## src/rtl/rv_lsu.sv

```systemverilog
// rv_lsu: single-outstanding load/store unit between the core and a word-addressed data port.
// Optional misaligned-access rejection is compiled in with `define RV_LSU_MISALIGN_CHECK_EN.
module rv_lsu (
    input  logic        clk_i,
    input  logic        rst_i,
    input  logic        lsu_req_i,
    input  logic        lsu_we_i,
    input  logic [2:0]  lsu_size_i,
    input  logic [31:0] lsu_addr_i,
    input  logic [31:0] lsu_wdata_i,
    output logic [31:0] lsu_rdata_o,
    output logic        lsu_stall_o,
    output logic        lsu_misaligned_o,
    output logic        data_req_o,
    output logic        data_we_o,
    output logic [3:0]  data_be_o,
    output logic [31:0] data_addr_o,
    output logic [31:0] data_wdata_o,
    input  logic        data_gnt_i,
    input  logic        data_rvalid_i,
    input  logic [31:0] data_rdata_i
);

    typedef enum logic [1:0] {IDLE, REQ, RESP} state_e;

    state_e      state_q, state_d;
    logic        we_q, we_d;
    logic [2:0]  size_q, size_d;
    logic [1:0]  off_q, off_d;
    logic [29:0] waddr_q, waddr_d;
    logic [3:0]  be_q, be_d;
    logic [31:0] wdata_q, wdata_d;
    logic [31:0] rdata_q, rdata_d;

    logic        is_byte, is_half, misaligned, resp_done;
    logic [3:0]  be_new;
    logic [31:0] wdata_new, load_val;
    logic [7:0]  byte_sel;
    logic [15:0] half_sel;

    // Codes other than B/H (with or without U) fall through to word handling.
    assign is_byte = (lsu_size_i[1:0] == 2'b00);
    assign is_half = (lsu_size_i[1:0] == 2'b01);

`ifdef RV_LSU_MISALIGN_CHECK_EN
    assign misaligned = (is_half & lsu_addr_i[0]) |
                        (!is_byte & !is_half & (lsu_addr_i[1:0] != 2'b00));
`else
    assign misaligned = 1'b0;
`endif

    always_comb begin
        be_new    = 4'b1111;
        wdata_new = lsu_wdata_i;
        if (is_byte) begin
            be_new    = 4'b0001 << lsu_addr_i[1:0];
            wdata_new = {4{lsu_wdata_i[7:0]}};
        end else if (is_half) begin
            be_new    = lsu_addr_i[1] ? 4'b1100 : 4'b0011;
            wdata_new = {2{lsu_wdata_i[15:0]}};
        end
    end

    always_comb begin
        case (off_q)
            2'd0:    byte_sel = data_rdata_i[7:0];
            2'd1:    byte_sel = data_rdata_i[15:8];
            2'd2:    byte_sel = data_rdata_i[23:16];
            default: byte_sel = data_rdata_i[31:24];
        endcase
        half_sel = off_q[1] ? data_rdata_i[31:16] : data_rdata_i[15:0];
        case (size_q[1:0])
            2'b00:   load_val = {{24{!size_q[2] & byte_sel[7]}}, byte_sel};
            2'b01:   load_val = {{16{!size_q[2] & half_sel[15]}}, half_sel};
            default: load_val = data_rdata_i;
        endcase
    end

    always_comb begin
        state_d     = state_q;
        we_d        = we_q;
        size_d      = size_q;
        off_d       = off_q;
        waddr_d     = waddr_q;
        be_d        = be_q;
        wdata_d     = wdata_q;
        rdata_d     = rdata_q;
        lsu_stall_o = 1'b0;
        data_req_o  = 1'b0;
        resp_done   = 1'b0;
        case (state_q)
            IDLE: begin
                if (lsu_req_i && !misaligned) begin
                    lsu_stall_o = 1'b1;
                    state_d     = REQ;
                    we_d        = lsu_we_i;
                    size_d      = lsu_size_i;
                    off_d       = lsu_addr_i[1:0];
                    waddr_d     = lsu_addr_i[31:2];
                    be_d        = be_new;
                    wdata_d     = wdata_new;
                end
            end
            REQ: begin
                data_req_o  = 1'b1;
                lsu_stall_o = 1'b1;
                if (data_gnt_i) state_d = RESP;
            end
            RESP: begin
                if (data_rvalid_i) begin
                    state_d   = IDLE;
                    resp_done = 1'b1;
                    if (!we_q) rdata_d = load_val;
                end else begin
                    lsu_stall_o = 1'b1;
                end
            end
            default: state_d = IDLE;
        endcase
        // Loads forward the fresh word in the release cycle; otherwise show the last load.
        lsu_rdata_o = (resp_done && !we_q) ? load_val : rdata_q;
        if (rst_i) begin
            lsu_stall_o = 1'b0;
            data_req_o  = 1'b0;
            lsu_rdata_o = '0;
        end
    end

    assign lsu_misaligned_o = !rst_i && (state_q == IDLE) && lsu_req_i && misaligned;
    assign data_we_o        = we_q;
    assign data_be_o        = be_q;
    assign data_addr_o      = {waddr_q, 2'b00};
    assign data_wdata_o     = wdata_q;

    always_ff @(posedge clk_i) begin
        if (rst_i) begin
            state_q <= IDLE;
            we_q    <= 1'b0;
            size_q  <= '0;
            off_q   <= '0;
            waddr_q <= '0;
            be_q    <= '0;
            wdata_q <= '0;
            rdata_q <= '0;
        end else begin
            state_q <= state_d;
            we_q    <= we_d;
            size_q  <= size_d;
            off_q   <= off_d;
            waddr_q <= waddr_d;
            be_q    <= be_d;
            wdata_q <= wdata_d;
            rdata_q <= rdata_d;
        end
    end

endmodule

```

## config.mk

```make
export PLATFORM = sky130hd
export DESIGN_NAME = rv_lsu
export DESIGN_NICKNAME = d
export VERILOG_FILES = /design/src/rtl/rv_lsu.sv
export SDC_FILE = /design/constraint.sdc
export NUM_CORES = 1
export LEC_CHECK = 0
export ABC_AREA = 0
export CORE_AREA = 2 2 115 117
export CTS_BUF_LIST = sky130_fd_sc_hd__clkbuf_2
export CTS_CLUSTER_DIAMETER = 200
export DETAILED_ROUTE_END_ITERATION = 16
export DIE_AREA = 0 0 117 119
export GPL_TIMING_DRIVEN = 0
export MAX_ROUTING_LAYER = met4
export PLACE_DENSITY_LB_ADDON = 0.12
export SETUP_SLACK_MARGIN = 0.3
export SKIP_LAST_GASP = 1
export SYNTH_ARGS = -nofsm -noshare
export SYNTH_HDL_FRONTEND = slang
export SYNTH_SLANG_ARGS = --single-unit
```

## constraint.sdc

```tcl
create_clock -name clk_i -period 1.84 [get_ports clk_i]
set_clock_uncertainty 0.2 [all_clocks]
set_input_delay 0.368 -clock clk_i [delete_from_list [all_inputs] [get_ports clk_i]]
set_output_delay 0.368 -clock clk_i [all_outputs]
set_load 0.05 [all_outputs]
```

; ---- Word-level counts from Yosys, hierarchy flattened
; Cells that the tools add are included.
[totals]
word_cells = 53
input_bits = 105
out_inout_bits = 104
ff_bits = 106
[op_classes]
n_bitwise = 3
n_mux = 22
n_reduce_logical = 10
eq_ne = 9
n_shift = 1
[ops]
columns = op, n
row1 = two-way mux 32 bit, 4
row2 = one-hot mux 32 bit (2 select lines), 1
row3 = one-hot mux 8 bit (3 select lines), 1
row4 = two-way mux 16 bit, 1
row5 = two-way mux 4 bit, 3
row6 = "== test 2 x 1 -> 1 bit, second input constant", 4
row7 = zero test 2 bit, 4
row8 = two-way mux 1 bit, 7
row9 = two-way mux 2 bit, 3
row10 = "inequality test 2 bit, second input constant", 3
row11 = one-hot mux 2 bit (3 select lines), 1
row12 = AND reduction 3 bit, 2
row13 = "== test 2 bit, second input constant", 2
row14 = "left shift 1 x 2 -> 4 bit, first input constant", 1
row15 = one-hot mux 1 bit (3 select lines), 1
row16 = bitwise AND 1 bit, 2
row17 = zero test 1 bit, 2
row18 = AND reduction 2 bit, 1
row19 = logical AND 1 bit, 1
row20 = NOT 1 bit, 1

; ---- Longest topological paths before layout
[logic_depth]
depth_word = 6
ltp_mapped = 7
depth_no_buf = 4

; ---- Least setup slack after synthesis
; No wires, ideal clock.
[synth_timing]
path_kind = flip-flop to output port
start = register we_q, in the netlist data_we_o
end = output port lsu_rdata_o[10]
arrival_time_ns = 2.525
path_stages_with_launch = 5
t_required_ns = 1.272
path_buffers = 1
path_slack_ns = -1.253
path_cell_list = dfxtp_1 and4bb_2 a21boi_2 buf_4 a311oi_1
[synth_between]
elab_chain_len = 4
[synth_rtl]
columns = item, line
row1 = "start, declared", 27  ; logic we_q, we_d;
row2 = "start signal, assigned", 147  ; we_q <= we_d;
row3 = zero test 1 bit, 121  ; lsu_rdata_o = (resp_done && !we_q) ? load_val : rdata_q;
row4 = logical AND 1 bit, 121
row5 = two-way mux 32 bit, 121
row6 = two-way mux 32 bit, 122  ; if (rst_i) begin
row7 = "end, declared", 11  ; output logic [31:0] lsu_rdata_o,
; No other way between the ends.

; ---- Worst setup path in the final report
[layout_timing]
start = register size_q[0]
end = output port lsu_rdata_o[3]
[layout_between]
elab_chain_len = 4
word_cells_on_any_way = 5
cone_classes = 1 x eq/ne / 3 x mux / 1 x reduce/logical
[layout_rtl]
columns = item, line
row1 = "start, declared", 28  ; logic [2:0] size_q, size_d;
row2 = "start signal, assigned", 148  ; size_q <= size_d;
row3 = == test 2 x 1 -> 1 bit or zero test 2 bit (tied branches), 72  ; case (size_q[1:0])
row4 = one-hot mux 32 bit (2 select lines) *, 72
row5 = two-way mux 32 bit *, 121
row6 = two-way mux 32 bit *, 122
; Every way passes the cells marked *; elsewhere a longest branch is shown, timed or not.

==> impl_metrics.ini <==
[run_status]
status = finished, violations left
violations = setup timing

[worst_setup_path]
r2r-end = data_wdata_o[29]$_SDFFE_PP0P_
cp_data_arrival_time_ps = 2370
criticalPathCategory = reg -> out
crit_family = buffers and inverters
worstSetupEndpointType = output pin
crit_start = size_q[0]$_SDFFE_PP0P_
reg2reg_slack_ps = -250
r2r_start = state_q[0]$_SDFFE_PP0P_
crit_path_end = lsu_rdata_o[3]
cp_max_fo = 4
path_common_cell = buf_6
crit_cells = 8
critPathSlowestCell = dfxtp_2
max_stage_delay_ps = 400
critPathLaunchType = flip-flop
r2r_cells = 12
path_buf_inv = 4
path_cells = buf_6, buf_12, nor2b_4, buf_6, nand3b_1, a31o_4, a311oi_4, buf_6
required_ps = 1270

[final_layout]
diodes = 0
finalInstanceArea_um2 = 9880
layout-drive-gt1-share = 0.477
areaGrowthSynthToFinish_pct = 97.9
post-route-util = 0.767
nNetsFinal = 1009

[synth]
synth_area_um2 = 4990
ys_ff_latch = 106
seq_area_frac_synth = 0.425
ys_warn_count = 0
synth_ff_type = dfxtp_1
ys_types = 44
async_reset_ff_frac = 0
synth.avg_cell_area_um2 = 8.01
synth-edff-count = 0
synthCells = 623

[place]
post-place-ws_ps = -1570
place_area_um2 = 7940
gp_congestion = 0.891
io_buffers = 202
hpwl_um = 13600

[floorplan]
die-area_um2 = 13900
die_height_um = 119
dieWidth_um = 117
placement_rows = 42
io_pins = 209
core-area_um2 = 12900
initial_utilization = 0.388

[drt]
wire_per_inst_um = 19.5
post_drt_via_cell_ratio = 5.53
drt-total-wl_um = 21100
via_count = 5999
drt_iter0_drc = 418
route.detailed.drc = 0
routed-wl-met3_um = 1290
dr.pass1.iters = 5
dr.max_layer_used = met4
ant_nets = 0
dr_wl_met2_um = 10900
wl_met1_um = 8360

[power]
ir_drop_uv = 318
power_density_nw_per_um2 = 628
p_leak_nw = 3.55
p_total_mw = 6.21

[clock_tree]
cts_tree = built
clock_sinks = 106
htree_levels = 3
clk_pin_slew_ps = 310
clockBufferDepth = 2
clock_latency_ps = 580
numCtsBuffers = 9
clockRootBuffer = clkbuf_2

[sta]
rsz0062_at_grt = yes
drv_slew = 0
setup_violations = 122
final.period_utilization = 1.60
max_freq_mhz = 341
relSlewSlack = 0.203
layout_setup_ws_ps = -1100
worst_pin_slew_ps = 1190
min_period_ps = 2940
hold_viol = 0

[grt]
grt_pass1_wl_um = 29500
antenna_found_initial = 0
grt_remaining_overflow = 0
grt_max_degree = 19
grt_use_total = 0.277
grt_pass1_vias = 5783

[min_path]
hold_path.class = in -> reg

[run]
cap_violations = 0
-- tightest hold or removal path, cell delays in order --
cell and delay (ps):
clkdlybuf4s50_1 400, nand2_1 60, a21oi_1 50
-- power by group --
part           switching (mW)  internal, mW
Clock                   0.846         0.341
Sequential              0.116          2.46
Combinational            1.34          1.10
Total                    2.30          3.91
-- cells in the mapped netlist (all sizes together), types with 7 or more instances --
library cell  count  area share
a211oi           45       0.068
a21oi            54       0.054
a311oi           38       0.067
a31o              7       0.012
a32oi             7       0.012
buf              32       0.043
clkbuf           29       0.022
dfxtp           106        0.43
mux2i            18       0.037
nand2           157        0.12
nand3            14       0.014
nand3b            9       0.014
nor2             57       0.043
o21ai            20       0.021
-- per-stage QoR --
stage | TNS (ps) | hold slack, ps | cells
after floorplan | -13970 | 250 | 625
after global placement | -75100 | 243 | 1003
after detailed placement | -76650 | 246 | 1003
after CTS | -36510 | 47.8 | 1062
after global routing | -54960 | 50.7 | 1085
final | -46280 | 71.6 | 1085
-- flip-flops by register name (all words and copies together) (netlist names) --
signal        flops
waddr_q          30
size_q            3
off_q             2
data_wdata_o     32
state_q           2
data_we_o         1
rdata_q          32
data_be_o         4
-- timing repair --
item | in CTS | in global routing
buffers inserted | 35 | 15
resized for setup | 911 | 119
gates cloned | 3 | 8
hold buffers | 5 | 0
endpoints found under the hold margin | 11 | 0
setup endpoints to repair | 205 | 205
pin swaps | 25 | 30
-- layout by cell type (no fill, tap or decap), types with 4 or more instances in the layout --
master / instances
dfxtp_2: 68
nand2_2: 10
dfxtp_1: 34
buf_6: 75
clkdlybuf4s50_1: 101
clkbuf_16: 8
nand3b_1: 9
a311oi_1: 16
clkbuf_1: 13
mux2i_1: 17
nand2b_1: 4
a31o_4: 6
o21ai_0: 17
nor2_1: 51
dfxtp_4: 4
a21oi_1: 39
a211oi_2: 26
dlygate4sd3_1: 5
nand2_1: 143
buf_12: 6
buf_4: 37
a21oi_2: 15
a311oi_2: 7
a311oi_4: 15
a211oi_4: 16
nand3_2: 7
buf_8: 66
nand3_1: 7
clkbuf_2: 13
a32oi_4: 6
buf_2: 7
-- kinds of logic (layout without fill, tap and decap cells) --
family / count (synthesis) / count (layout) / share of synthesized area
compound gates: 178 / 178 / 0.253
buf+inv: 63 / 347 / 0.0659
flops: 106 / 106 / 0.425
mux: 18 / 18 / 0.0369
other cells: 1 / 3 / 0.000751
simple gates: 257 / 257 / 0.218
-- area by class of cell --
| cell class | count | area [um2] |
|---|---|---|
| clock inverters | 6 | 75.1 |
| inverters | 2 | 8.76 |
| well taps | 176 | 220 |
| clock buffers | 10 | 50.0 |
| multi-input cells | 456 | 3620 |
| repair buffers | 268 | 3100 |
| flip-flops and latches | 106 | 2220 |
| fillers | 812 | 3000 |
| plain buffers | 61 | 586 |
-- worst min-delay path by stage --
stage | startpoint | end | cells past startpoint
after detailed placement | waddr_q[27]$_SDFFE_PP0P_ | waddr_q[27]$_SDFFE_PP0P_ | 2
after global routing | lsu_addr_i[19] | waddr_q[17]$_SDFFE_PP0P_ | 3
after floorplan | size_q[2]$_SDFFE_PP0P_ | size_q[2]$_SDFFE_PP0P_ | 2
after CTS | lsu_addr_i[19] | waddr_q[17]$_SDFFE_PP0P_ | 3
after global placement | waddr_q[16]$_SDFFE_PP0P_ | waddr_q[16]$_SDFFE_PP0P_ | 2
final | lsu_addr_i[19] | waddr_q[17]$_SDFFE_PP0P_ | 3
-- metal layers --
layer / GRT usage / vias up
li1: - / 2765
met1: 0.333 / 2928
met2: 0.477 / 261
met3: 0.0372 / 45
met4: 0.0875 / 0
met5: - / -
(Power assumes the default switching activity.)
